--- config.mk ---
export PLATFORM = sky130hd
export DESIGN_NAME = mano_exec_ctrl
export DESIGN_NICKNAME = d
export VERILOG_FILES = /design/src/rtl/mano_pkg.sv /design/src/rtl/mano_ram_loader.sv /design/src/rtl/mano_exec_ctrl.sv
export SDC_FILE = /design/constraint.sdc
export NUM_CORES = 1
export LEC_CHECK = 0
export BUFFER_PORTS_ARGS = -buffer_cell sky130_fd_sc_hd__buf_4
export CAP_MARGIN = 20
export CORE_MARGIN = 5
export CORE_UTILIZATION = 40
export CTS_BUF_LIST = sky130_fd_sc_hd__clkbuf_4
export DETAILED_ROUTE_END_ITERATION = 12
export SETUP_SLACK_MARGIN = 0.02
export SLEW_MARGIN = 20
export SYNTH_ARGS = -nofsm -noshare
export SYNTH_HDL_FRONTEND = slang
export SYNTH_HIERARCHICAL = 1
export SYNTH_SLANG_ARGS = --single-unit
--- constraint.sdc ---
create_clock -name CLK -period 3.09 [get_ports CLK]
set_input_delay 0.309 -clock CLK [delete_from_list [all_inputs] [get_ports CLK]]
set_output_delay 0.309 -clock CLK [all_outputs]
set_load 0.03 [all_outputs]
--- src/rtl/mano_pkg.sv ---
// Shared definitions for the Mano execution controller slice.
//   MANO_AW / MANO_DW : program RAM address / data widths (16 x 8).
//   exec_state_t      : controller state encoding.
//   is_active()       : true in the states where the datapath is clocked.
package mano_pkg;

    localparam int MANO_AW = 4;
    localparam int MANO_DW = 8;

    typedef enum logic [2:0] {
        IDLE   = 3'd0,
        RUN    = 3'd1,
        STEP   = 3'd2,
        HALTED = 3'd3,
        FAULT  = 3'd4
    } exec_state_t;

    function automatic logic is_active(input exec_state_t s);
        return (s == RUN) || (s == STEP);
    endfunction

endpackage

--- src/rtl/mano_ram_loader.sv ---
// Valid/ready program loader for the 16x8 Mano RAM.
//   CLK, RST_N           : clock, asynchronous active-low reset.
//   idle                 : controller will be in IDLE after this edge.
//   ld_valid/addr/data   : host write request.
//   ld_ready             : request accepted when high together with ld_valid.
//   mem_we/addr/wdata    : registered one-cycle RAM write.
// An accepted request drops ld_ready for one cycle, so writes are issued
// at most every other cycle and the mem_we cycle is always visible to the
// controller before the next acceptance.
module mano_ram_loader
    import mano_pkg::*;
(
    input  logic               CLK,
    input  logic               RST_N,
    input  logic               idle,
    input  logic               ld_valid,
    input  logic [MANO_AW-1:0] ld_addr,
    input  logic [MANO_DW-1:0] ld_data,
    output logic               ld_ready,
    output logic               mem_we,
    output logic [MANO_AW-1:0] mem_addr,
    output logic [MANO_DW-1:0] mem_wdata
);

    logic               ld_ready_q, ld_ready_d;
    logic               mem_we_q, mem_we_d;
    logic [MANO_AW-1:0] mem_addr_q, mem_addr_d;
    logic [MANO_DW-1:0] mem_wdata_q, mem_wdata_d;
    logic               accept;

    always_comb begin
        accept      = ld_valid && ld_ready_q;
        // Ready is a flop so it is low throughout reset and only rises on
        // the first edge after release.
        ld_ready_d  = idle && !accept;
        mem_we_d    = accept;
        mem_addr_d  = accept ? ld_addr : mem_addr_q;
        mem_wdata_d = accept ? ld_data : mem_wdata_q;
    end

    always_ff @(posedge CLK or negedge RST_N) begin
        if (!RST_N) begin
            ld_ready_q  <= 1'b0;
            mem_we_q    <= 1'b0;
            mem_addr_q  <= '0;
            mem_wdata_q <= '0;
        end else begin
            ld_ready_q  <= ld_ready_d;
            mem_we_q    <= mem_we_d;
            mem_addr_q  <= mem_addr_d;
            mem_wdata_q <= mem_wdata_d;
        end
    end

    assign ld_ready  = ld_ready_q;
    assign mem_we    = mem_we_q;
    assign mem_addr  = mem_addr_q;
    assign mem_wdata = mem_wdata_q;

endmodule

--- src/rtl/mano_exec_ctrl.sv ---
// Run/halt/single-step execution controller for the Mano datapath.
//   CLK, RST_N            : clock, asynchronous active-low reset.
//   start, step           : begin free-run / single instruction (levels).
//   halt_req              : pulse, stops RUN at the next instruction boundary.
//   clear                 : leave HALTED/FAULT for IDLE with a core_clr pulse.
//   instr_done            : last T-state of an instruction (core CLRSC).
//   instr_limit           : RUN stops after this many retirements, 0 = none.
//   ld_*                  : program loader port, only ready in IDLE.
//   mem_*                 : RAM write port.
//   cpu_en, core_clr      : datapath clock-enable and SC/PC clear pulse.
//   halted, fault         : state indications.
//   instr_cnt             : instructions retired since the last core_clr.
// All outputs are registered from the next-state decode, so they change on
// the same edge as the state they describe.
module mano_exec_ctrl
    import mano_pkg::*;
#(
    parameter int ICNT_W = 8,
    parameter int WDOG   = 16
) (
    input  logic               CLK,
    input  logic               RST_N,
    input  logic               start,
    input  logic               step,
    input  logic               halt_req,
    input  logic               clear,
    input  logic               instr_done,
    input  logic [ICNT_W-1:0]  instr_limit,
    input  logic               ld_valid,
    input  logic [MANO_AW-1:0] ld_addr,
    input  logic [MANO_DW-1:0] ld_data,
    output logic               ld_ready,
    output logic               mem_we,
    output logic [MANO_AW-1:0] mem_addr,
    output logic [MANO_DW-1:0] mem_wdata,
    output logic               cpu_en,
    output logic               core_clr,
    output logic               halted,
    output logic               fault,
    output logic [ICNT_W-1:0]  instr_cnt
);

    localparam int WD_W = 8;

    exec_state_t       state_q, state_d;
    logic              cpu_en_q, cpu_en_d;
    logic              core_clr_q, core_clr_d;
    logic              halted_q, halted_d;
    logic              fault_q, fault_d;
    logic              halt_flag_q, halt_flag_d;
    logic [ICNT_W-1:0] instr_cnt_q, instr_cnt_d;
    logic [WD_W-1:0]   wdog_q, wdog_d;
    logic [ICNT_W-1:0] cnt_inc;
    logic              wdog_expire;
    logic              stop_req;
    logic              entering_rest;

    mano_ram_loader u_loader (
        .CLK       (CLK),
        .RST_N     (RST_N),
        .idle      (state_d == IDLE),
        .ld_valid  (ld_valid),
        .ld_addr   (ld_addr),
        .ld_data   (ld_data),
        .ld_ready  (ld_ready),
        .mem_we    (mem_we),
        .mem_addr  (mem_addr),
        .mem_wdata (mem_wdata)
    );

    always_comb begin
        state_d     = state_q;
        instr_cnt_d = instr_cnt_q;
        core_clr_d  = 1'b0;
        cnt_inc     = instr_cnt_q + 1'b1;
        // wdog_q holds the number of enabled cycles already completed, so
        // the current cycle is the last allowed one when it reads WDOG-1.
        wdog_expire = (wdog_q == WD_W'(WDOG - 1));
        // A halt_req coincident with instr_done still stops after it.
        stop_req    = halt_flag_q || halt_req ||
                      ((instr_limit != '0) && (cnt_inc == instr_limit));

        case (state_q)
            IDLE: begin
                // Hold off start/step while a RAM write is on the bus.
                if (!mem_we) begin
                    if (start)     state_d = RUN;
                    else if (step) state_d = STEP;
                end
            end
            RUN: begin
                if (instr_done) begin
                    instr_cnt_d = cnt_inc;
                    if (stop_req) state_d = HALTED;
                end else if (wdog_expire) begin
                    state_d = FAULT;
                end
            end
            STEP: begin
                if (instr_done) begin
                    instr_cnt_d = cnt_inc;
                    state_d     = HALTED;
                end else if (wdog_expire) begin
                    state_d = FAULT;
                end
            end
            HALTED: begin
                if (clear) begin
                    state_d     = IDLE;
                    core_clr_d  = 1'b1;
                    instr_cnt_d = '0;
                end else if (start) begin
                    state_d = RUN;
                end else if (step) begin
                    state_d = STEP;
                end
            end
            FAULT: begin
                if (clear) begin
                    state_d     = IDLE;
                    core_clr_d  = 1'b1;
                    instr_cnt_d = '0;
                end
            end
            default: state_d = IDLE;
        endcase

        // Counts only while staying inside RUN/STEP; any retirement or exit
        // restarts it.
        wdog_d = (is_active(state_q) && is_active(state_d) && !instr_done) ?
                 wdog_q + 1'b1 : '0;

        entering_rest = (state_d != state_q) &&
                        (state_d inside {IDLE, HALTED, FAULT});
        if (entering_rest)
            halt_flag_d = 1'b0;
        else if (halt_req && (state_q != IDLE))
            halt_flag_d = 1'b1;
        else
            halt_flag_d = halt_flag_q;

        cpu_en_d = is_active(state_d);
        halted_d = (state_d == HALTED);
        fault_d  = (state_d == FAULT);
    end

    always_ff @(posedge CLK or negedge RST_N) begin
        if (!RST_N) begin
            state_q     <= IDLE;
            cpu_en_q    <= 1'b0;
            core_clr_q  <= 1'b0;
            halted_q    <= 1'b0;
            fault_q     <= 1'b0;
            halt_flag_q <= 1'b0;
            instr_cnt_q <= '0;
            wdog_q      <= '0;
        end else begin
            state_q     <= state_d;
            cpu_en_q    <= cpu_en_d;
            core_clr_q  <= core_clr_d;
            halted_q    <= halted_d;
            fault_q     <= fault_d;
            halt_flag_q <= halt_flag_d;
            instr_cnt_q <= instr_cnt_d;
            wdog_q      <= wdog_d;
        end
    end

    assign cpu_en    = cpu_en_q;
    assign core_clr  = core_clr_q;
    assign halted    = halted_q;
    assign fault     = fault_q;
    assign instr_cnt = instr_cnt_q;

endmodule

# == Word-level counts from Yosys, hierarchy flattened ==
# Index checks and enable logic that the tools add are counted.
# word_totals
rom_bits,0
mem_count,0
register_bits,38
ram_bits,0
elab_cells,68
latchBits,0
out_inout_bits,26
# op_classes
magnitude_cmp,0
reduce_logical,23
n_eq_ne,13
addsub,2
div_mod_pow,0
shifts,0
n_mux,18
n_bitwise,0
n_mul,0
# ops
operator,count
3-bit 2-to-1 mux,9
8-bit 2-to-1 mux,3
8-bit by 1-bit adder with 8-bit output (second input constant),2
8-bit one-hot mux with 2 select lines,1
3-bit one-hot mux with 5 select lines,1
3-bit by 2-bit equality test with 1-bit output (second input constant),4
8-bit by 4-bit equality test with 1-bit output (second input constant),1
8-bit equality test,1
8-bit nonzero test,1
1-bit logical AND,7
3-bit by 1-bit equality test with 1-bit output (second input constant),2
3-bit equality test (second input constant),2
3-bit zero test,2
3-bit nonzero test,2
1-bit logical OR,4
1-bit 2-to-1 mux,4
2-bit by 1-bit != test with 1-bit output (second input constant),2
2-bit nonzero test,2
2-bit OR reduction,2
3-bit != test,1
3-bit AND reduction,1
1-bit zero test,2

# == Depth between registers and ports, before layout ==
# Gate-level depths: netlist of the first run.
# logic_depth
depth_word,12
ltp_mapped,8

# == Modules after synthesis ==
# Netlist of the first run, hierarchy kept.
# by_module_without_submodules
module,instances,seq_area_each_um2,cells_per_inst,area_per_inst_um2
mano_exec_ctrl,1,600.6,158,1503.9
mano_ram_loader,1,350.3,30,544.3

# == Least setup slack after synthesis of the first run ==
# OpenSTA, ideal clock, no wires.
# synth_timing
path_type,register to register
start,register wdog_q[4]
end,register wdog_q[0]
synth_period_minus_slack_ps,1934
setup_slack_ps,1156
arrival_time_ps,1845
path_stages_with_launch,7
path_buffers,0
cell_sequence,dfrtp_1 > or4_4 > or3_4 > nand2_4 > a21oi_4 > nand2b_4 > a211oi_2
# synth_via
elab_chain_len,9
elab_cells_between_ends,11
classes_between,3 x eq/ne; 5 x mux; 3 x reduce/logical
# synth_lines
element,line,text
from (decl),mano_exec_ctrl.sv:52,"logic [WD_W-1:0] wdog_q, wdog_d;"
from (signal assigned),mano_exec_ctrl.sv:165,wdog_q <= wdog_d;
8-bit by 4-bit equality test with 1-bit output *,mano_exec_ctrl.sv:78,wdog_expire = (wdog_q == WD_W'(WDOG - 1));
3-bit 2-to-1 mux *,"mano_exec_ctrl.sv:95, mano_exec_ctrl.sv:103",
"3-bit 2-to-1 mux, on equally long branches","mano_exec_ctrl.sv:100, mano_exec_ctrl.sv:92",
3-bit one-hot mux with 5 select lines *,mano_exec_ctrl.sv:83,case (state_q)
3-bit by 1-bit equality test with 1-bit output or 3-bit by 2-bit equality test with 1-bit output (tied branches),mano_pkg.sv:19,return (s == RUN) || (s == STEP);
1-bit logical OR *,mano_pkg.sv:19,
1-bit logical AND * (2 in a row),mano_exec_ctrl.sv:130,wdog_d = (is_active(state_q) && is_active(state_d) && !instr_done) ?
8-bit 2-to-1 mux *,mano_exec_ctrl.sv:130,
named net wdog_d[0],mano_exec_ctrl.sv:52,
# Mark *: on every way through the listed nets, which the timed path passes. The rest lies on a longest branch.
# A chain may end at the register's enable or synchronous reset.

# == Worst setup path in the final report of the first run ==
# layout_timing
start,register wdog_q[4]
end,register wdog_q[1]
# The elaborated chain is that of the path after synthesis.

==> results of run 1 <==
[how the worst max path moves through the flow]
| stage | startpoint | endpoint | slack [ns] | depth (start not counted) |
|---|---|---|---|---|
| 2_1_floorplan | wdog_q[4] | wdog_q[0] | 1.16 | 6 |
| 3_3_place_gp | wdog_q[4] | wdog_q[3] | 1.07 | 6 |
| 3_5_place_dp | wdog_q[4] | wdog_q[3] | 1.05 | 6 |
| 4_1_cts | wdog_q[4] | wdog_q[3] | 1.02 | 6 |
| 5_1_grt | state_q[0] | u_loader/ld_ready | 0.93 | 5 |
| 6_report | wdog_q[4] | wdog_q[1] | 1.02 | 6 |
[stage by stage]
step | hold slack (ns) | cells | instance area (um2) | setup WS, ns | power (W)
floorplan | 0.0134 | 188 | 2050 | 1.16 | 0.00169
global placement | 0.318 | 306 | 2510 | 1.07 | 0.00208
detailed placement | 0.313 | 306 | 2510 | 1.05 | 0.00209
CTS | 0.170 | 315 | 2620 | 1.02 | 0.00252
global route | 0.162 | 315 | 2620 | 0.928 | 0.00267
finish | 0.194 | 315 | 2620 | 1.02 | 0.00248
[flip-flops by register name, summed over array words and instances, names as in the netlist, 3 cells and up]
signal and cells:
instr_cnt 8, u_loader/mem_wdata 8, wdog_q 8, u_loader/mem_addr 4, state_q 3
[power by group through the flow]
| stage | registers (W) | logic (W) | clock network, W |
|---|---|---|---|
| after CTS | 0.000796 | 0.00129 | 0.000433 |
| after global routing | 0.000824 | 0.00139 | 0.000454 |
| after global placement | 0.000800 | 0.00128 | 0 |
| after floorplan | 0.00102 | 0.000663 | 0 |
| after detailed placement | 0.000805 | 0.00128 | 0 |
| final | 0.000794 | 0.00127 | 0.000414 |
[final cells by class]
| class | count | share of cell area, % |
|---|---|---|
| clock buffer | 5 | 1.43 |
| clock inverter | 3 | 2.43 |
| inverter | 7 | 1.00 |
| multi-input combinational | 137 | 39.7 |
| sequential | 38 | 36.3 |
| tap | 70 | 3.34 |
| timing repair buffer | 55 | 15.8 |
[cells in the final DEF (no fill, tap or decap), types with 2 or more instances in the layout]
cell type	n
a211oi_1	3
a211oi_2	4
a21oi_1	5
a21oi_4	2
a31oi_1	2
and3_1	3
buf_4	54
bufinv_16	2
clkbuf_4	5
dfrtp_1	38
ha_1	2
inv_1	7
mux2_2	4
mux2_4	8
mux2i_1	2
nand2_1	10
nand2_2	2
nand2b_4	2
nand3_1	7
nor2_1	11
nor2b_1	7
nor3_1	4
o21ai_0	2
o21ai_1	11
o22a_1	2
o31ai_1	4
o32ai_1	2
or2_1	2
or3_1	2
xnor2_1	9
xor2_1	6
[synth_stat cells, types with 3 or more instances]
cell / number / area, um2
dfrtp_1: 38 / 951
nor2_1: 11 / 41.3
o21ai_1: 11 / 55.1
nand2_1: 10 / 37.5
xnor2_1: 9 / 78.8
mux2_4: 8 / 120
inv_1: 7 / 26.3
nand3_1: 7 / 35.0
nor2b_1: 7 / 43.8
xor2_1: 6 / 52.6
a21oi_1: 5 / 25.0
a211oi_2: 4 / 50.1
clkbuf_1: 4 / 15.0
mux2_2: 4 / 45.0
nor3_1: 4 / 20.0
o31ai_1: 4 / 30.0
a211oi_1: 3 / 22.5
and3_1: 3 / 18.8
[repair_timing]
item                                   in CTS  in global routing
gates resized for setup                     0                  0
hold buffers                                1                  0
endpoints found under the hold margin      38                  0
buffers inserted                            0                  0
[routing by layer]
metal	vias to the layer above	routed length (um)	GRT usage (%)
li1	794	-	-
met1	775	2230	21.3
met2	48	2070	24.5
met3	6	341	4.61
met4	0	54	5.41
met5	-	0	0
[kinds of logic after synthesis]
group | Yosys count
mux | 14
flops | 38
simple gates | 61
fa+ha+maj | 2
buf+inv | 13
xor+xnor | 15
compound gates | 45
==> impl_metrics.json, run 1 <==
{
  "status": "completed",
  "critical_path_buf_inv_count": 0,
  "period_minus_slack_ns": 2.07,
  "num_io_pins": 54,
  "gp_congestion": 0.790,
  "path_max_fanout": 6,
  "synth_fp_nets": 218,
  "start_util_pct": 40.6,
  "synth_xor_area_share_pct": 6.41,
  "finalCritPeriodShare_pct": 66.9,
  "leakage_nw": 1.19,
  "core_area_mm2": 0.00504,
  "cpLargestDelayFamily": "simple AND/OR/NAND/NOR gates",
  "antenna_cells": 0,
  "vias_per_cell": 5.15,
  "reg2regPathDepth": 6,
  "endpoint_kind": "flop",
  "r2r_setup_slack_ns": 1.02,
  "grt_overflow": 0,
  "min_from": "ld_data[0]",
  "portBuffers": 53,
  "rows": 26,
  "hold_violations": 0,
  "timing.rr.start": "wdog_q[4]",
  "wl_per_cell_um": 14.9,
  "cp_slowest_cell": "or4_4",
  "grt_pass1_vias": 1667,
  "drcViolationCount": 0,
  "ir_worst_vdd_uv": 395,
  "dominantRegCellSynth": "dfrtp_1",
  "synthArstFlopShare_pct": 100,
  "fill_cells": 460,
  "drtPass1Iterations": 4,
  "final-max-slew-violation-count": 0,
  "yosys.area_share.simple_pct": 17.3,
  "design.die.area_mm2": 0.00665,
  "grt_start_max_net_pins": 39,
  "postLayoutCoreUtil_pct": 52.0,
  "p_comb_share_pct": 51.3,
  "cpPeakStageDelay_ns": 0.56,
  "crit_required_ns": 3.35,
  "rsz0062_at_grt": "false",
  "antenna_left": 0,
  "seq_power_share_pct": 32.0,
  "synth_fa_ha_area_share_pct": 1.22,
  "fp.dieW_um": 81.6,
  "syn_area_mm2": 0.00205,
  "p_sw_w": 0.00103,
  "crit_path_start_kind": "flop",
  "maxSlewHeadroom_pct": 42.9,
  "worstMarginPinSlew_ns": 0.851,
  "swShare_pct": 41.6,
  "cts_tree": "done",
  "clock_path_buffers": 2,
  "internal-power_w": 0.00145,
  "drt_iter0_drc": 41,
  "fin_skew_ns": 0.0118,
  "finalSetupViolations": 0,
  "finalWirelength_mm": 4.70,
  "multi_input_area_mm2": 0.00104,
  "pwr-share-clk_pct": 16.7,
  "synth_compound_area_share_pct": 16.8,
  "power_density_mw_per_mm2": 946,
  "synth.mux.area_fraction_pct": 9.04,
  "hpwlAfterDp_mm": 3.45,
  "worstSetupPathType": "reg2reg",
  "grt_pass1_wl_mm": 8.06,
  "fp.dieH_um": 81.6,
  "grt_use_total_pct": 15.9,
  "holdPathStages": 2,
  "hold_end": "u_loader/mem_wdata[0]",
  "clk_latency_ns": 0.34,
  "cts.sinks": 38,
  "syn_inst": 188,
  "holdCritPathClass": "in2reg",
  "ys_types": 50,
  "synth_top_family_by_area": "simple AND/OR/NAND/NOR gates",
  "ys_warn_count": 6,
  "ys_ff_latch": 38,
  "cp_cell_sequence": "or4_4 -> or3_4 -> nand2_4 -> a21oi_4 -> nand2b_4 -> a211oi_2",
  "cp_data_arrival_time_ns": 2.32,
  "synth_edf_count": 0,
  "ctsHtreeMaxLevel": 2,
  "regArea_um2": 951,
  "finalSetupTns_ns": 0,
  "syn_to_final_growth_pct": 28.0,
  "r2r-end": "wdog_q[1]",
  "vias": 1623,
  "clk_pin_slew_ns": 0.11,
  "numCtsBuffers": 5,
  "seq_area_frac_synth_pct": 46.4,
  "max_freq_mhz": 484,
  "antenna_found_initial": 0,
  "avgSynthCellArea_um2": 10.9,
  "nNetsFinal": 274,
  "max_cap_violations": 0,
  "root_buffer": "clkbuf_4",
  "drive_gt1_share_pct": 35.9
}
Note: power is estimated with default switching activity, not from simulation.
==> inputs of run 2 (changes only) <==
ABC_AREA = 1   (was unset)
PLACE_DENSITY = 0.66   (was unset)
clock period = 1.9 ns   (was 3.09 ns; I/O delays follow)
==> run 2 against run 1 <==
  * The run now ends with setup timing left
  * Combinational power up 110%
  * Utilization up 3.4 points
  * Fmax up 2.3%
  * Count of clock-buffer cells in the layout unchanged
  * Synthesized cell count up 47%
  * Area after synthesis up 2.1%
  * Worst setup slack worse by 1.1 ns
  * Via count up 23%
  * Critical path type unchanged
==> impl_metrics.json, run 2 <==
{
  "avgSynthCellArea_um2": 7.58,
  "vias": 1990,
  "design.die.area_mm2": 0.00678,
  "finalCritPeriodShare_pct": 106,
  "leakage_nw": 1.47,
  "yosysMostFrequentCell": "nand2_1",
  "syn_to_final_growth_pct": 35.3,
  "synth.area.top_cells": "dfrtp_1 45%, nand2_1 15%, nand3_1 8.6%, inv_1 6.5%, nor2_1 3.6%",
  "wl_per_cell_um": 11.8,
  "drt_iter0_drc": 77,
  "fin_skew_ns": 0.00957,
  "yosys-top-cells-count": "83 x nand2_1, 38 x dfrtp_1, 36 x inv_1, 36 x nand3_1, 20 x nor2_1",
  "fin_cells": 422,
  "power_density_mw_per_mm2": 1650,
  "holdCritPathClass": "in2reg",
  "path_max_fanout": 8,
  "clk_latency_ns": 0.35,
  "clk_pin_slew_ns": 0.12,
  "max_freq_mhz": 495,
  "max_cap_violations": 0,
  "ir_worst_vdd_uv": 731,
  "drive_gt1_share_pct": 32.4,
  "status": "finished with violations",
  "cts.sinks": 38,
  "ys_warn_count": 6,
  "crit_required_ns": 2.14,
  "cts_tree": "done",
  "mostFrequentLayoutCells": "83 x nand2_1, 68 x buf_4, 35 x nand3_1",
  "finalSetupViolations": 10,
  "grt_pass1_vias": 1861,
  "start_util_pct": 41.0,
  "num_io_pins": 54,
  "synth_edf_count": 0,
  "wl_met3_um": 381,
  "core_area_mm2": 0.00511,
  "rows": 26,
  "gp_congestion": 0.842,
  "crit_path_start_kind": "flop",
  "place_inst": 408,
  "routed.top_layer": "met4",
  "maxSlewHeadroom_pct": 67.7,
  "mostFrequentLayoutCell": "nand2_1",
  "fp.dieH_um": 82.3,
  "fp.dieW_um": 82.3,
  "synthArstFlopShare_pct": 100,
  "worstMarginPinSlew_ns": 0.485,
  "wl_met2_mm": 2.39,
  "fin_ws_ns": -0.120,
  "antenna_left": 0,
  "root_buffer": "clkbuf_4",
  "period_minus_slack_ns": 2.02,
  "finalSetupTns_ns": -0.998,
  "yosys.area.top_type": "dfrtp_1",
  "cp_data_arrival_time_ns": 2.26,
  "drcViolationCount": 0,
  "grt_start_max_net_pins": 39,
  "ys_ff_latch": 38,
  "synth_fp_nets": 306,
  "antenna_found_initial": 0,
  "syn_area_mm2": 0.00209,
  "grt_overflow": 0,
  "ys_types": 28,
  "antenna_cells": 0,
  "ctsHtreeMaxLevel": 2,
  "numCtsBuffers": 5,
  "violations": "setup timing",
  "worstSetupPathType": "reg2reg",
  "syn_inst": 276,
  "seq_area_frac_synth_pct": 45.5,
  "nNetsFinal": 381,
  "endpoint_kind": "flop",
  "dominantRegCellSynth": "dfrtp_1",
  "hpwlAfterDp_mm": 3.77,
  "drtPass1Iterations": 4,
  "hold_violations": 0,
  "grt_use_total_pct": 15.8,
  "clock_path_buffers": 2,
  "wl_met1_mm": 2.15,
  "vias_per_cell": 4.72,
  "dp_slack_ns": -0.0985,
  "portBuffers": 53,
  "grt_pass1_wl_mm": 8.03,
  "rsz0062_at_grt": "true",
  "finalWirelength_mm": 4.98,
  "final-max-slew-violation-count": 0,
  "synth_top_area_share_pct": 45.5
}
## run 2: cell families after synthesis
logic type,Yosys count,share of synthesized area [%]
buffers and inverters,43,8.67
xor gates and xnor gates,4,1.67
DFF,38,45.5
AOI/OAI and AO/OA,24,6.16
and+or+nand+nor,165,36.8
adders and majority gates,2,1.20
## run 2: worst paths after layout
path	start	end	slack (ns)	cells past startpoint
setup / recovery	instr_cnt[0]	wdog_q[4]	-0.12	18
hold / removal	ld_data[2]	u_loader/mem_wdata[2]	0.07	3
setup reg to reg	instr_cnt[0]	wdog_q[4]	-0.12	18
hold reg to reg	u_loader/mem_addr[2]	u_loader/mem_addr[2]	0.49	2
max in group asynchronous	RST_N	state_q[1]	1.21	2
min in group asynchronous	RST_N	instr_cnt[0]	0.33	2
## run 2: worst max-delay path: stages, from the launching register on
cell,delay (ns)
dfrtp_2,0.45
ha_4,0.28
inv_2,0.04
nand2_1,0.05
nand2_1,0.05
nor2_1,0.08
nand2_1,0.06
nor2_1,0.11
nand3_1,0.08
nor2_1,0.10
nand2_1,0.06
nand2_1,0.06
nand2_2,0.08
nand2_4,0.09
nand2_4,0.06
nand2_4,0.07
inv_6,0.04
nand2_8,0.09
nor2_2,0.05
## run 2: cell type report
cell class	count	area (um2)
fillers	512	2280
multi-input cells	195	985
flip-flops and latches	38	958
repair buffers	71	543
inverters	40	155
well taps	70	87.6
clock inverters	3	63.8
clock buffers	5	37.5
## run 2: layer usage
layer / GRT usage [%] / vias up
met1: 18.8 / 897
met4: 4.82 / 0
met3: 4.88 / 6
li1: - / 1022
met2: 27.1 / 65
met5: 0 / -
## run 2: through the flow
step | util, % | area [um2] | hold slack (ns) | power [W]
2_1_floorplan | - | 2120 | -0.106 | 0.00297
6_report | 55.4 | 2830 | 0.0710 | 0.00468
5_1_grt | 55.4 | 2830 | 0.0532 | 0.00503
3_3_place_gp | 52.2 | 2670 | 0.187 | 0.00382
4_1_cts | 54.8 | 2800 | 0.0569 | 0.00463
3_5_place_dp | 52.2 | 2670 | 0.192 | 0.00387
## run 2: timing repair
| item | in CTS | in global routing |
|---|---|---|
| hold buffers | 1 | 0 |
| gates resized for setup | 0 | 8 |
| setup endpoints to repair | 10 | 20 |
| setup buffers | 3 | 2 |
| endpoints found under the hold margin | 38 | 0 |
| pin swaps | 2 | 0 |
| gates cloned | 0 | 0 |
## run 2: where the power goes
group	leakage (nW)	switching, W	internal [W]
Sequential	0.489	0.000265	0.00109
Clock	0.0528	0.000275	0.000405
Combinational	0.927	0.00157	0.00107
Total	1.47	0.00211	0.00257
==> inputs of run 3 (changes only) <==
CELL_PAD_IN_SITES_DETAIL_PLACEMENT = 1   (was unset)
CELL_PAD_IN_SITES_GLOBAL_PLACEMENT = 2   (was unset)
CORE_UTILIZATION = 27   (was 40)
PLACE_DENSITY = unset   (was 0.66)
PLACE_DENSITY_LB_ADDON = 0.1   (was unset)
==> run 3 against run 2 <==
  * The flow still finishes with violations (setup timing)
  * Sequential share of layout area shrank 2.0 points
  * Combinational power increased by 11%
  * Largest power group unchanged
  * Final cell count grew 12%
  * Global-route usage fell by 3.1 points
  * Highest routed layer is now met3
  * Fmax rose by 1.4%
  * Count of clock-buffer cells in the layout stayed put
  * Utilization decreased by 16 points
  * Final area is 6.0% higher
==> impl_metrics.json, run 3 (synthesis gave the netlist of run 2 again) <==
{
  "path_max_fanout": 8,
  "drtPass1Iterations": 4,
  "multi_input_area_um2": 996,
  "cts.sinks": 38,
  "crit_required_ns": 2.14,
  "swShare_pct": 45.9,
  "maxSlewHeadroom_pct": 62.1,
  "fill_cells": 978,
  "leakage_nw": 1.55,
  "status": "finished with violations",
  "vias": 2031,
  "power_density_mw_per_mm2": 1600,
  "rows": 32,
  "endpoint_kind": "flop",
  "timing.rr.start": "instr_cnt[1]",
  "p_comb_share_pct": 60.9,
  "gp_congestion": 0.769,
  "fin_skew_ns": 0.00983,
  "fp.dieW_um": 98.0,
  "portBuffers": 53,
  "place_inst": 459,
  "p_sw_w": 0.00221,
  "seq_power_share_pct": 27.2,
  "ir_worst_vdd_uv": 594,
  "reg2regPathDepth": 18,
  "postLayoutCoreUtil_pct": 39.2,
  "antenna_cells": 0,
  "nNetsFinal": 400,
  "clock_path_buffers": 2,
  "core_area_mm2": 0.00765,
  "clk_latency_ns": 0.34,
  "max_freq_mhz": 502,
  "root_buffer": "clkbuf_4",
  "hpwlAfterDp_mm": 4.75,
  "max_cap_violations": 0,
  "start_util_pct": 27.4,
  "antenna_found_initial": 0,
  "cp_data_arrival_time_ns": 2.23,
  "drcViolationCount": 0,
  "finalCritPeriodShare_pct": 105,
  "period_minus_slack_ns": 1.99,
  "syn_to_final_growth_pct": 43.4,
  "hold_end": "u_loader/mem_addr[1]",
  "rsz0062_at_grt": "true",
  "wl_met2_mm": 2.94,
  "cts_tree": "done",
  "num_io_pins": 54,
  "vias_per_cell": 4.29,
  "wl_per_cell_um": 12.5,
  "mostFrequentLayoutCell": "buf_4",
  "hold_violations": 0,
  "regArea_um2": 957,
  "finalWirelength_mm": 5.91,
  "grt_pass1_wl_mm": 9.94,
  "drive_gt1_share_pct": 36.1,
  "finalSetupViolations": 11,
  "worstSetupPathType": "reg2reg",
  "fin_ws_ns": -0.0927,
  "fin_cells": 473,
  "r2r_setup_slack_ns": -0.09,
  "final-max-slew-violation-count": 0,
  "fp.dieH_um": 98.0,
  "r2r-end": "wdog_q[3]",
  "grt_pass1_vias": 2229,
  "grt_use_total_pct": 12.7,
  "internal-power_w": 0.00260,
  "wl_met1_mm": 2.73,
  "total_power_w": 0.00481,
  "numCtsBuffers": 5,
  "crit_path_start_kind": "flop",
  "pwr-share-clk_pct": 11.8,
  "mostFrequentLayoutCells": "88 x buf_4, 81 x nand2_1, 35 x nand3_1",
  "grt_start_max_net_pins": 39,
  "drt_iter0_drc": 31,
  "post_dp_cell_area_mm2": 0.00285,
  "min_from": "ld_addr[1]",
  "clk_pin_slew_ns": 0.13,
  "ctsHtreeMaxLevel": 2,
  "design.die.area_mm2": 0.00961,
  "holdCritPathClass": "in2reg",
  "holdPathStages": 3,
  "wl_met3_um": 244,
  "violations": "setup timing",
  "worstMarginPinSlew_ns": 0.566,
  "fin_area_mm2": 0.00300,
  "routed.top_layer": "met3",
  "antenna_left": 0,
  "grt_overflow": 0
}
-- run 3: changes by cell type in the layout (fill, tap and decap cells not counted), sizes merged --
| cell | before | now |
|---|---|---|
| clkinvlp | 0 | 2 |
| bufinv | 2 | 1 |
| buf | 70 | 89 |
| clkinv | 1 | 0 |
-- run 3: critical path, cell delays in order (launching register included) --
cell and delay [ns]:
dfrtp_2 0.47, ha_4 0.28, inv_2 0.04, nand2_2 0.04, nand2_1 0.04, nor2_1 0.08
nand2_1 0.06, nor2_1 0.10, nand3_1 0.08, nor2_1 0.09, nand2_1 0.07, nand2_1 0.07
nand2_2 0.10, nand2_4 0.09, nand2_4 0.06, nand2_4 0.07, inv_6 0.04, nand2_8 0.09
nor2_2 0.05
-- run 3: area by class of cell --
class / count / area share (%)
inverters: 40 / 5.17
well taps: 102 / 4.25
clock inverters: 3 / 1.50
repair buffers: 90 / 22.7
clock buffers: 5 / 1.25
flip-flops and latches: 38 / 31.9
multi-input cells: 195 / 33.2
-- run 3: per-stage QoR --
stage / setup slack [ns] / hold slack, ns / setup TNS (ns)
6_report: -0.0927 / 0.0691 / -0.857
3_5_place_dp: -0.117 / 0.202 / -0.935
2_1_floorplan: -0.00310 / -0.106 / -0.0111
4_1_cts: -0.125 / 0.0477 / -0.995
5_1_grt: -0.345 / 0.0342 / -3.65
3_3_place_gp: -0.0708 / 0.199 / -0.551
-- run 3: routing by layer --
metal,vias up,global-route usage (%)
met3,0,3.57
met1,939,16.0
met5,-,0
met2,33,21.4
met4,0,3.19
li1,1059,-
-- run 3: power by group through the flow --
stage          Sequential [W]  Combinational, W  Clock, W
4_1_cts               0.00132           0.00288  0.000599
3_5_place_dp          0.00133           0.00281         0
5_1_grt               0.00136           0.00324  0.000637
2_1_floorplan         0.00177           0.00120         0
3_3_place_gp          0.00133           0.00280         0
6_report              0.00131           0.00293  0.000568
-- run 3: worst max path at each step --
| stage | end | slack, ns | start |
|---|---|---|---|
| after CTS | wdog_q[3] | -0.12 | instr_cnt[1] |
| final | wdog_q[3] | -0.09 | instr_cnt[1] |
| after global routing | halt_flag_q | -0.34 | instr_cnt[0] |
| after detailed placement | wdog_q[7] | -0.12 | instr_cnt[1] |
| after global placement | halt_flag_q | -0.07 | wdog_q[1] |
| after floorplan | wdog_q[2] | -0.003 | instr_cnt[0] |
-- run 3: what timing repair did --
action / in CTS / in global routing
setup buffers: 3 / 2
gates resized for setup: 0 / 8
hold buffers: 1 / 0
setup endpoints to repair: 11 / 21
endpoints found under the hold margin: 38 / 0
pin swaps: 2 / 0
